### config.mk
export PLATFORM = sky130hd
export DESIGN_NAME = wb_stage
export DESIGN_NICKNAME = d
export VERILOG_FILES = /design/src/rtl/wb_stage.sv
export SDC_FILE = /design/constraint.sdc
export NUM_CORES = 1
export LEC_CHECK = 0
export BUFFER_PORTS_ARGS = -buffer_cell sky130_fd_sc_hd__buf_2
export CORE_UTILIZATION = 40
export CTS_BUF_LIST = sky130_fd_sc_hd__clkbuf_2
export CTS_CLUSTER_SIZE = 10
export DETAILED_ROUTE_END_ITERATION = 8
export GPL_TIMING_DRIVEN = 0
export RECOVER_POWER = 100
export SYNTH_ARGS = -nofsm -noshare
export SYNTH_HDL_FRONTEND = slang
export SYNTH_SLANG_ARGS = --single-unit
### constraint.sdc
create_clock -name clk -period 2.19 [get_ports clk]
set_input_delay 0.3285 -clock clk [delete_from_list [all_inputs] [get_ports clk]]
set_output_delay 0.3285 -clock clk [all_outputs]
set_load 0.05 [all_outputs]
### src/rtl/wb_stage.sv
// Writeback stage: one pipeline register in front of a 16x16 register file,
// with a bypass of the pending write onto both read ports and a retire counter.
module wb_stage (
    input  logic        clk,
    input  logic        rst,
    input  logic        in_valid,
    input  logic [15:0] in_data,
    input  logic [3:0]  in_rd,
    input  logic        in_rw,
    input  logic        stall,
    input  logic [3:0]  ra1,
    input  logic [3:0]  ra2,
    output logic [15:0] rd1,
    output logic [15:0] rd2,
    output logic        wb_valid,
    output logic [3:0]  wb_rd,
    output logic [15:0] wb_data,
    output logic [15:0] retired
);

    logic        heldRw;
    logic [15:0] regFile [16];
    logic        commit;
    logic        writeEn;

    // Reset has priority in every register below, so a commit is simply a held entry with no stall.
    assign commit  = wb_valid && !stall;
    assign writeEn = commit && heldRw && (wb_rd != 4'd0);

    // Stage register: captures every unstalled cycle, bubbles included.
    always_ff @(posedge clk) begin
        if (rst) begin
            wb_valid <= 1'b0;
            wb_rd    <= '0;
            wb_data  <= '0;
            heldRw   <= 1'b0;
        end else if (!stall) begin
            wb_valid <= in_valid;
            wb_rd    <= in_rd;
            wb_data  <= in_data;
            heldRw   <= in_rw;
        end
    end

    // Retire counter wraps naturally at 16 bits.
    always_ff @(posedge clk) begin
        if (rst) begin
            retired <= '0;
        end else if (commit) begin
            retired <= retired + 16'd1;
        end
    end

    // Register file: the held entry is written as it commits; R0 is never written.
    always_ff @(posedge clk) begin
        if (rst) begin
            for (int i = 0; i < 16; i++) begin
                regFile[i] <= '0;
            end
        end else if (writeEn) begin
            regFile[wb_rd] <= wb_data;
        end
    end

    // Read ports: R0 first, then the pending write, then the array.
    always_comb begin
        rd1 = regFile[ra1];
        if (ra1 == 4'd0) begin
            rd1 = '0;
        end else if (wb_valid && heldRw && (ra1 == wb_rd)) begin
            rd1 = wb_data;
        end
    end

    always_comb begin
        rd2 = regFile[ra2];
        if (ra2 == 4'd0) begin
            rd2 = '0;
        end else if (wb_valid && heldRw && (ra2 == wb_rd)) begin
            rd2 = wb_data;
        end
    end

endmodule
# ---- Word level (Yosys, flattened, before mapping)
# Memories as Yosys holds them, arrays and structs flattened.
# Index checks and enable logic that the tools add are counted.
dict set report op_classes {
  addsub 1
  mul 0
  div 0
  order_cmp 0
  n_eq_ne 2
  shifts 0
  muxes 12
  n_bitwise 0
  reduce_logical 11
}
# op n
set ops {}
lappend ops {{$mux 16} 5}
lappend ops {{$add 16x1->16 const B} 1}
lappend ops {{$reduce_or 16->1} 1}
lappend ops {{$eq 4x4->1} 2}
lappend ops {{$logic_not 4->1} 2}
lappend ops {{$logic_and 1x1->1} 6}
lappend ops {{$mux 1} 6}
lappend ops {{$mux 4} 1}
lappend ops {{$reduce_bool 4->1} 1}
lappend ops {{$logic_not 1->1} 1}
dict set report word_totals {
  ff_bits 38
  latchBits 0
  ramBits 256
  romBits 0
  in_bits 33
  out_inout_bits 69
  word_cells 32
  memories 1
}
# memory words word_bits read_ports rd_ports_with_merged_regs wr line_no
set mem_list {}
lappend mem_list {regFile 16 16 2 0 16 22} ;# logic [15:0] regFile [16];

# ---- Logic depth before layout (Yosys ltp)
# Gate-level depths: netlist (run 1).
dict set report logic_depth {
  word_depth 9
  depth_mapped 8
  mapped_depth_nobuf 5
}

# ---- Worst setup path after synthesis (run 1)
# Ideal clock, no wire load.
dict set report synth_path {
  path_kind {reg2out}
  from {register wb_rd[3]}
  to {output rd1[10]}
  arrival_time_ns 2.664
  t_required_ns 1.862
  slack_ns -0.803
  stages_incl_launch_ff 8
  path_buffers 3
  cell_sequence {dfxtp_1 -> buf_2 -> xnor2_1 -> nand3_1 -> or2_1 -> buf_1 -> clkbuf_1 -> a31oi_1}
}
dict set report synth_between {
  elab_chain_len 4
}
# element line_no
set synth_rtl {}
lappend synth_rtl {{start: declaration} 16} ;# output logic [3:0] wb_rd,
lappend synth_rtl {{start signal: assignment} 39} ;# wb_rd <= in_rd;
lappend synth_rtl {{$eq 4x4->1} 70} ;# end else if (wb_valid && heldRw && (ra1 == wb_rd)) begin
lappend synth_rtl {{$logic_and 1x1->1} 70}
lappend synth_rtl {{$mux 16} 70}
lappend synth_rtl {{$mux 16} 68} ;# if (ra1 == 4'd0) begin
lappend synth_rtl {{end: declaration} 13} ;# output logic [15:0] rd1,
# No other way between the ends.

# ---- Worst setup path in the final report (run 1)
dict set report layout_path {
  from {register wb_rd[2]}
  to {output rd2[5]}
}
dict set report layout_between {
  elab_chain_len 4
}
# element line_no
set layout_rtl {}
lappend layout_rtl {{$eq 4x4->1} 79} ;# end else if (wb_valid && heldRw && (ra2 == wb_rd)) begin
lappend layout_rtl {{$logic_and 1x1->1} 79}
lappend layout_rtl {{$mux 16} 79}
lappend layout_rtl {{$mux 16} 77} ;# if (ra2 == 4'd0) begin
lappend layout_rtl {{end: declaration} 14} ;# output logic [15:0] rd2,
# No other way between the ends.

==> summary.md, run 1 <==
| Metric | Value |
|---|---|
| Synthesis-to-finish area growth | `26.2%` |
| Global-route wire length before repair | `72700 um` |
| Fin. max-slew vios | `0` |
| DR DRC count | `0` |
| Worst setup SP type | `flip-flop` |
| Post-synth EDFFs | `roughly 260` |
| Share of synthesized area spent on multiplexers | `0.192` |
| Total clock buffers created by CTS | `80` |
| Max-Slew Margin vs Limit | `0.302` |
| Layout cells sized above 1 | `0.362` |
| Layer with the highest usage | `met2` |
| Synth Area in Compound Gates | `0.0724` |
| Pin count of the biggest net entering global routing | `17` |
| Post-synth ARST share | `0` |
| Sequential cell area | `between 8000 and 9000 um2` |
| IO Port Bufs | `95` |
| Maximum VDD drop | `about 0.31 mV` |
| CTS root buffer | `clkbuf_2` |
| Largest delay share family, worst path | `buffers and inverters` |
| Boundary Pins | `102` |
| Max Fclk | `between 0.3 and 0.4 GHz` |
| Area of the mapped netlist | `about 16000 um2` |
| Hold Path Class | `input port to flip-flop` |
| Post-Synth Adder-Cell Area | `0.000806` |
| Final hold violation count | `0` |
| Final setup margin | `-0.854 ns` |
| Sink Count | `294` |
| Htree depth | `3` |
| Vias in the first global route | `approximately 11000` |
| Clock Skew | `0.0748 ns` |
| Seq/Total Area, Yosys | `0.544` |
| Max-Cap Viols | `0` |
| First DRT Iteration DRCs | `around 700` |
| DR pass1 iterations | `4` |
| Yosys synthesis warning count | `0` |
| DP Wirelength | `around 36000 um` |
| Pwr dens | `between 600 and 700 nW/um2` |
| Initial antenna violation count | `1` |
| Worst Path Arrival | `2.72 ns` |
| Crit. End Element | `output port` |
| Crit path time final | `just over 3 ns` |
| LEAKAGE | `7.45 nW` |
| Row count | `~70` |
| Top FF cell, synth | `edfxtp_1` |
| CTS tree | `built` |
| Largest family of logic cells by synthesized area | `multiplexers` |
| Post-Syn Instances | `about 1200` |
| Fillers | `roughly 3400` |
| Final WL | `about 50000 um` |
| Initial Utilization | `0.409` |
| Die Height | `between 150 and 200 um` |
| CP Cell Sequence | `buf_12 -> xnor2_4 -> nand3_4 -> or2_4 -> clkbuf_16 -> a31oi_4 -> buf_6` |
| Syn Area/Cell | `~13 um2` |
| XOR/XNOR Fraction of Synth Area | `0.0107` |
| CORE AREA | `about 38000 um2` |
| Post-place setup slack | `-1.32 ns` |
| CTS Buffer Depth | `3` |
| Remaining antenna violation count | `0` |
| Total congestion overflow | `0` |
| CP max stage cell | `dfxtp_4` |
| Die Width | `approximately 200 um` |
| Distinct cells, synth | `41` |
| # setup viols final | `around 410` |
| Worst-Skew Late Latency | `about 0.95 ns` |
| Met1 Use GR | `0.340` |
| Setup TNS Final | `-85.73 ns` |
| WP buf/inv | `3` |
| Simple-gate share of the synthesized area | `0.148` |
| Multi-input logic area | `about 7800 um2` |
| WS Path Type | `flip-flop to output port` |
| DR WL/cell | `approximately 25 um` |
| WP data required | `between 1.5 and 2 ns` |
| Violated checks | `setup timing` |
| Met3 usage | `0.0541` |
| Fin nets | `about 1500` |
| Final Cycle Share | `1.39` |
| Vias | `11397` |
| Crit-path max FO | `6` |
| Seq cells post-synth | `294` |
| Die ar. | `slightly below 40000 um2` |
| Actual slew at the worst max-slew pin | `1.05 ns` |
| GRT Total Usage | `0.256` |
| Avg Vias per Cell | `~5.6` |
| Slowest Stage Delay on Critical Path | `0.37 ns` |
| Run status | `finished, violations left` |
| Post-route cell area | `just under 20000 um2` |
| RSZ-0062 raised after global routing | `true` |
| Reg clk slew, reported paths | `~0.11 ns` |
| M2 GR Usage | `0.407` |
| GPL Wtd Cong | `~0.9` |
| Placed Area | `approximately 18000 um2` |
worst paths after layout:
check | depth (start not counted) | startpoint | slack [ns] | to
worst max register to register | 5 | wb_rd[3] | -0.46 | regFile[9][0]
worst max-delay path | 7 | wb_rd[2] | -0.85 | rd2[5]
worst min register to register | 2 | retired[15] | 0.49 | retired[15]
worst min-delay path | 4 | in_data[5] | 0.16 | wb_data[5]
cell usage after synthesis (all sizes together), types with 8 or more instances:
| cell | number | area (um2) |
|---|---|---|
| dfxtp | 38 | 761 |
| buf | 40 | 198 |
| edfxtp | 256 | 7690 |
| o22ai | 64 | 400 |
| clkbuf | 73 | 294 |
| a211oi | 32 | 240 |
| nand2 | 10 | 37.5 |
| and2 | 240 | 1500 |
| nor2 | 44 | 165 |
| a31oi | 30 | 188 |
| o31ai | 34 | 255 |
| xnor2 | 15 | 131 |
| nor3 | 8 | 40.0 |
| or2 | 19 | 119 |
| nand3 | 36 | 180 |
| mux4 | 64 | 1440 |
| mux2i | 151 | 1510 |
metal layers:
layer,up-vias,part of all wire
met4,0,0.029
met2,407,0.48
met3,92,0.069
met1,5769,0.42
met5,-,0
li1,5129,-
through the flow:
| step | std cells | hold WS (ns) | util | power (W) |
|---|---|---|---|---|
| 2_1_floorplan | 1219 | 0.471 | - | 0.00785 |
| 3_3_place_gp | 1825 | 0.457 | 0.463 | 0.00841 |
| 3_5_place_dp | 1826 | 0.477 | 0.463 | 0.00844 |
| 4_1_cts | 2021 | 0.0586 | 0.512 | 0.0126 |
| 5_1_grt | 2035 | 0.162 | 0.516 | 0.0130 |
| 6_report | 2035 | 0.162 | 0.516 | 0.0126 |
final cells by class:
cell class	count	area share
sequential	294	0.434
multi-input combinational	813	0.397
timing repair buffer	164	0.0676
clock buffer	130	0.0332
tap	511	0.0326
buffer	108	0.0326
clock inverter	13	0.00255
inverter	1	0.000192
antenna	1	0.000128
logic make-up (layout without fill, tap and decap cells):
kind of cell | after synthesis | after routing
DFF | 294 | 294
muxes | 217 | 217
adders and majority gates | 1 | 1
buffers and inverters | 114 | 416
and+or+nand+nor | 390 | 392
other | 1 | 17
AOI/OAI and AO/OA | 168 | 168
xor gates and xnor gates | 19 | 19
worst reg2reg max path, cell delays in order (launching register included):
cell	delay (ns)
dfxtp_4	0.40
buf_8	0.12
clkbuf_1	0.43
or3b_2	0.54
nor2_1	0.41
or2_4	0.37
layout by cell type, fill, tap and decap left out, types with 8 or more instances in the layout:
cell type	count
nor2_1	40
buf_2	43
dfxtp_1	13
clkbuf_4	8
nand2_1	10
buf_6	34
o22ai_1	57
or2_4	18
a211oi_4	9
conb_1	16
and2_1	205
mux4_2	64
clkbuf_2	192
buf_4	28
a31oi_4	30
dlygate4sd3_1	39
nand3_1	32
and2_0	35
o31ai_2	15
clkbuf_1	40
a211oi_2	23
mux2i_1	151
dfxtp_2	18
edfxtp_1	256
o31ai_1	16
clkinv_1	9
timing repair:
item / in CTS / in global routing
setup buffers: 14 / 13
hold buffers: 39 / 0
hold endpoints to repair: 58 / 0
gates resized for setup: 177 / 69
gates cloned: 2 / 2
setup endpoints to repair: 352 / 270
pin swaps: 24 / 19
registers in the layout, summed over array words and instances (netlist names):
name / cells
regFile: 256
retired: 16
wb_data: 16
wb_rd: 4
heldRw: 1
wb_valid: 1
where the power goes:
part           leakage [nW]  switching (W)  internal [W]
combinational          3.93        0.00132      0.000848
clock                 0.571        0.00239       0.00154
sequential             2.94       0.000192       0.00627
No activity file was read; power rests on OpenSTA's default activity.
==> inputs of run 2 (changes only) <==
--- a/config.mk
+++ b/config.mk
@@ -6,12 +6,13 @@
 export NUM_CORES = 1
 export LEC_CHECK = 0
 export BUFFER_PORTS_ARGS = -buffer_cell sky130_fd_sc_hd__buf_2
-export CORE_UTILIZATION = 40
+export CORE_UTILIZATION = 45
 export CTS_BUF_LIST = sky130_fd_sc_hd__clkbuf_2
 export CTS_CLUSTER_SIZE = 10
 export DETAILED_ROUTE_END_ITERATION = 8
 export GPL_TIMING_DRIVEN = 0
 export RECOVER_POWER = 100
+export SLEW_MARGIN = 20
 export SYNTH_ARGS = -nofsm -noshare
 export SYNTH_HDL_FRONTEND = slang
 export SYNTH_SLANG_ARGS = --single-unit
==> run 2 against run 1 <==
  * The run still ends with setup timing left
  * Clock power is 7.6% higher
  * Combinational power barely moved
  * First-iteration DRC count up 31%
  * Utilization grew 6.8 points
  * Critical path depth down 2
  * Cell area grew 0.79%
  * Worst setup slack worse by 0.025 ns
  * Hold slack worse by 0.021 ns
  * Non-clock buffer count is 1 lower
  * Power rose by 2.6%
  * Register-to-register slack improved by 0.22 ns
  * Global-route usage increased by 4.0 points
  * Largest cell class unchanged
  * Largest power group unchanged
==> summary.md, run 2 (synthesis gave the netlist of run 1 again) <==
| Metric | Value |
|---|---|
| Met3 routed WL | `approximately 3100 um` |
| Die ar. | `between 30000 and 40000 um2` |
| Fillers | `between 2000 and 3000` |
| CP Cell Sequence | `mux4_2 -> mux2_4 -> a211oi_4 -> a21oi_4 -> buf_6` |
| CTS tree | `built` |
| Fin. max-slew vios | `0` |
| Worst-Skew Late Latency | `approximately 0.96 ns` |
| Global-route wire length before repair | `~75000 um` |
| Reg clk slew, reported paths | `approximately 0.11 ns` |
| IO Port Bufs | `95` |
| GRT Total Usage | `0.295` |
| CTS root buffer | `clkbuf_2` |
| Clock Skew | `0.0461 ns` |
| WP data required | `between 1.5 and 2 ns` |
| Run status | `finished, violations left` |
| # setup viols final | `approximately 410` |
| CTS Buffer Depth | `3` |
| Pwr dens | `roughly 650 nW/um2` |
| DP Wirelength | `~36000 um` |
| Most frequent cells in the layout | `edfxtp_1, and2_1, clkbuf_2` |
| Synthesis-to-finish area growth | `27.2%` |
| Slowest Stage Delay on Critical Path | `0.48 ns` |
| Routed met1 length | `approximately 22000 um` |
| WS Path Type | `flip-flop to output port` |
| Violated checks | `setup timing` |
| Crit path time final | `3.07 ns` |
| Largest register by flop count | `regFile` |
| Initial antenna violation count | `1` |
| Maximum VDD drop | `0.450 mV` |
| GPL Wtd Cong | `between 0.9 and 1` |
| Final setup margin | `-0.879 ns` |
| Die Height | `roughly 190 um` |
| Actual slew at the worst max-slew pin | `~1.1 ns` |
| Avg Vias per Cell | `around 6` |
| Boundary Pins | `~100` |
| CORE AREA | `between 30000 and 40000 um2` |
| Final Cycle Share | `1.40` |
| Pin count of the biggest net entering global routing | `17` |
| DR WL/cell | `between 20 and 30 um` |
| Hold Path Class | `input port to flip-flop` |
| LEAKAGE | `roughly 7.5 nW` |
| First DRT Iteration DRCs | `921` |
| Row count | `67` |
| Vias in the first global route | `11875` |
| Total power | `0.0129 W` |
| Initial Utilization | `0.460` |
| Fin nets | `1494` |
| Max layer used | `met4` |
| Worst Path Arrival | `2.74 ns` |
| Remaining antenna violation count | `0` |
| Max Fclk | `between 0.3 and 0.4 GHz` |
| Final hold violation count | `0` |
| Final WL | `51100 um` |
| Max reg flops | `256` |
| Commonest non-fill, non-tap cell in the layout | `edfxtp_1` |
| Post-place setup slack | `-1.14 ns` |
| Largest registers | `regFile x256, retired x16, wb_data x16` |
| CP max stage cell | `mux4_2` |
| RSZ-0062 raised after global routing | `true` |
| Worst setup SP type | `flip-flop` |
| Met2 WL | `~24000 um` |
| Max-Cap Viols | `0` |
| Crit-path max FO | `2` |
| Layout cells sized above 1 | `0.361` |
| Sink Count | `294` |
| Vias | `11532` |
| DR DRC count | `0` |
| DR pass1 iterations | `6` |
| Max-Slew Margin vs Limit | `0.246` |
| Crit. End Element | `output port` |
| Total congestion overflow | `0` |
| Total clock buffers created by CTS | `around 80` |
| Htree depth | `3` |
| Die Width | `roughly 190 um` |
-- run 2: timing repair --
item / 4_1_cts / 5_1_grt
cloned: 3 / 2
gates resized for setup: 202 / 67
pin swaps: 33 / 25
setup endpoints to repair: 386 / 243
hold buffers: 39 / 0
buffers inserted: 21 / 10
endpoints found under the hold margin: 69 / 0
-- run 2: cell type report --
| class | count | area [um2] | area share |
|---|---|---|---|
| Multi-Input combinational cell | 814 | 7900 | 0.400 |
| Antenna cell | 1 | 2.50 | 0.000127 |
| Clock buffer | 116 | 581 | 0.0294 |
| Clock inverter | 21 | 188 | 0.00951 |
| Inverter | 1 | 3.75 | 0.000190 |
| Timing Repair Buffer | 166 | 1380 | 0.0696 |
| Tap cell | 448 | 561 | 0.0284 |
| Sequential cell | 294 | 8500 | 0.431 |
| Buffer | 105 | 637 | 0.0323 |
-- run 2: final timing paths --
check / to / startpoint / slack, ns / cells after the start
setup / recovery: rd2[14] / regFile[15][14] / -0.88 / 5
hold / removal: wb_data[4] / in_data[4] / 0.14 / 4
setup reg to reg: regFile[6][4] / wb_valid / -0.24 / 7
hold reg to reg: retired[15] / retired[15] / 0.50 / 2
-- run 2: critical path: cells and delay by family (launching register included) --
family          cells  cell delay, ns
compound gates      2            0.42
buf+inv             1            0.17
flops               1            0.39
mux                 2            0.79
-- run 2: per-stage QoR --
stage	hold WS [ns]	TNS [ns]	utilization	std cells	instance area, um2
after floorplan	0.471	-0.251	-	1219	16500
after global routing	0.104	-131.29	0.584	1966	19700
after global placement	0.468	-119.01	0.518	1762	17500
after detailed placement	0.476	-122.52	0.518	1762	17500
after CTS	0.0538	-28.28	0.581	1959	19600
final	0.142	-73.48	0.584	1966	19700
-- run 2: layer usage --
layer	vias up	GRT usage
met4	0	0.122
li1	5121	-
met3	117	0.0414
met5	-	0
met1	5811	0.401
met2	483	0.477
-- run 2: power breakdown --
part	total [W]	internal (W)	switching, W
clock	0.00423	0.00187	0.00236
sequential	0.00646	0.00627	0.000193
combinational	0.00220	0.000857	0.00134
==> inputs of run 3 (changes only) <==
--- a/config.mk
+++ b/config.mk
@@ -7,7 +7,6 @@
 export LEC_CHECK = 0
 export BUFFER_PORTS_ARGS = -buffer_cell sky130_fd_sc_hd__buf_2
 export CORE_UTILIZATION = 45
-export CTS_BUF_LIST = sky130_fd_sc_hd__clkbuf_2
 export CTS_CLUSTER_SIZE = 10
 export DETAILED_ROUTE_END_ITERATION = 8
 export GPL_TIMING_DRIVEN = 0
==> run 3 against run 2 <==
  * The run still ends with setup timing left
  * Final cell count shrank 5.5%
  * Clock skew fell by 0.027 ns
  * Largest power group unchanged
  * Clock-buffer cell count fell by 58
==> summary.md, run 3 (synthesis gave the netlist of run 1 again) <==
| Metric | Value |
|---|---|
| Number of antenna diodes | `0` |
| Most frequent cells in the layout | `edfxtp_1, and2_1, mux2i_1` |
| Layout cells sized above 1 | `0.336` |
| GRT Total Usage | `0.287` |
| Vias in the first global route | `between 10000 and 15000` |
| Largest register by flop count | `regFile` |
| Row count | `67` |
| Comb pwr share | `0.158` |
| Worst-Skew Late Latency | `0.52 ns` |
| Reg2Reg Depth | `6` |
| Run status | `finished, violations left` |
| Worst Path Arrival | `2.31 ns` |
| Setup TNS Final | `-53.95 ns` |
| Post-Layout Cell Count | `1858` |
| Final Cycle Share | `1.21` |
| Total congestion overflow | `0` |
| Max reg flops | `about 260` |
| Max-Cap Viols | `0` |
| Actual slew at the worst max-slew pin | `between 1 and 1.5 ns` |
| Clock Skew | `around 0.019 ns` |
| Flop pwr share | `0.459` |
| CORE AREA | `between 30000 and 40000 um2` |
| CTS tree | `built` |
| Remaining antenna violation count | `0` |
| Boundary Pins | `around 100` |
| LEAKAGE | `7.32 nW` |
| Die Height | `~190 um` |
| CP endpoint | `rd2[14]` |
| Htree depth | `2` |
| First element of the critical path | `regFile[14][14]` |
| Synthesis-to-finish area growth | `29.1%` |
| Largest registers | `regFile x256, retired x16, wb_data x16` |
| Reg clk slew, reported paths | `roughly 0.060 ns` |
| First DRT Iteration DRCs | `around 760` |
| DR WL/cell | `between 20 and 30 um` |
| Final core occ | `0.593` |
| R2R setup slack | `-0.21 ns` |
| # setup viols final | `412` |
| Die Width | `around 190 um` |
| Violated checks | `setup timing` |
| Crit path time final | `roughly 2.6 ns` |
| Total clock buffers created by CTS | `36` |
| Pwr dens | `705 nW/um2` |
| Hold Path Class | `input port to flip-flop` |
| DR pass1 iterations | `5` |
| GPL Wtd Cong | `~0.95` |
| Initial Utilization | `0.460` |
| Total power | `approximately 0.014 W` |
| Commonest non-fill, non-tap cell in the layout | `edfxtp_1` |
| Avg Vias per Cell | `about 5.9` |
| WP data required | `1.86 ns` |
| Sink Count | `about 290` |
| RSZ-0062 raised after global routing | `true` |
| DP Wirelength | `between 30000 and 40000 um` |
| Max Fclk | `about 0.38 GHz` |
| Post-route cell area | `20000 um2` |
| DR DRC count | `0` |
| IO Port Bufs | `95` |
| FF-to-FF Start | `wb_valid` |
| Final setup margin | `-0.453 ns` |
| Clk pwr share | `0.384` |
| Fillers | `~2600` |
| Multi-input logic area | `roughly 8000 um2` |
| Reg-to-reg endpoint | `regFile[14][7]` |
| Maximum VDD drop | `between 0.4 and 0.5 mV` |
| Die ar. | `about 35000 um2` |
| Pin count of the biggest net entering global routing | `17` |
| Net Sw Frac | `0.270` |
| Final hold violation count | `0` |
| Fin. max-slew vios | `0` |
| WS Path Type | `flip-flop to output port` |
| Pint | `about 0.010 W` |
| Crit-path max FO | `2` |
| Dpl cells | `roughly 1800` |
| Initial antenna violation count | `0` |
| Placed Area | `around 17000 um2` |
| Vias | `11032` |
| CTS root buffer | `clkbuf_16` |
| CTS Buffer Depth | `3` |
| Final WL | `around 50000 um` |
| Switching pwr | `approximately 0.0038 W` |
| Global-route wire length before repair | `73600 um` |
| Worst setup SP type | `flip-flop` |
| Fin nets | `approximately 1400` |
| Max-Slew Margin vs Limit | `0.268` |
| Sequential cell area | `about 8500 um2` |
| Crit. End Element | `output port` |
==> run 3: changes by cell type in the layout (fill, tap and decap cells not counted), moves of 11 or more <==
cell / previous run / this run
dfxtp_1: 16 / 30
clkbuf_1: 35 / 72
clkbuf_16: 4 / 42
clkbuf_2: 173 / 43
dlygate4sd3_1: 39 / 0
and2_0: 31 / 53
clkinv_1: 14 / 0
and2_1: 209 / 187
buf_2: 44 / 33
o22ai_2: 7 / 24
o22ai_1: 57 / 33
buf_6: 35 / 49
==> run 3: how the worst min path moves through the flow <==
stage	startpoint	endpoint	slack, ns	cells after the start
final	in_rd[0]	wb_rd[0]	0.03	3
after CTS	in_data[1]	wb_data[1]	0.03	3
after floorplan	in_rd[0]	wb_rd[0]	0.47	2
after global placement	retired[15]	retired[15]	0.47	2
after global routing	in_data[1]	wb_data[1]	0.04	3
after detailed placement	retired[15]	retired[15]	0.48	2
==> run 3: final cells by class <==
| class | instances | share of cell area |
|---|---|---|
| well taps | 448 | 0.0280 |
| plain buffers | 106 | 0.0417 |
| inverters | 1 | 0.000187 |
| flip-flops and latches | 294 | 0.422 |
| multi-input cells | 814 | 0.406 |
| clock inverters | 4 | 0.00137 |
| clock buffers | 58 | 0.0506 |
| repair buffers | 133 | 0.0501 |
==> run 3: routing by layer <==
layer,global-route usage,vias to the layer above,routed length [um]
met2,0.470,367,24300
met4,0.0991,0,1670
met1,0.395,5638,21500
met3,0.0361,99,2950
li1,-,4928,-
met5,0,-,0
==> run 3: timing repair <==
action                     4_1_cts  5_1_grt
gates cloned                     3        3
setup endpoints to repair      355      258
setup buffers                   17       18
hold endpoints to repair         0        0
pin swaps                       22       29
gates resized for setup        239      106
hold buffers                     0        0
==> run 3: worst max-delay path, stage by stage (launching register included) <==
cell,delay (ns)
edfxtp_1,0.39
mux4_2,0.47
mux2_4,0.32
a211oi_4,0.30
a21oi_4,0.12
buf_6,0.17
==> run 3: stage by stage <==
step / worst slack [ns] / hold WS (ns)
final: -0.453 / 0.0329
after global routing: -0.471 / 0.0434
after CTS: -0.468 / 0.0259
after detailed placement: -1.14 / 0.476
after global placement: -1.14 / 0.468
after floorplan: -0.0292 / 0.471
==> run 3: power groups by stage <==
stage	registers, W	clock network (W)	logic, W
after detailed placement	0.00657	0	0.00188
final	0.00648	0.00542	0.00223
after global routing	0.00650	0.00568	0.00231
after global placement	0.00655	0	0.00186
after floorplan	0.00657	0	0.00128
after CTS	0.00647	0.00546	0.00213
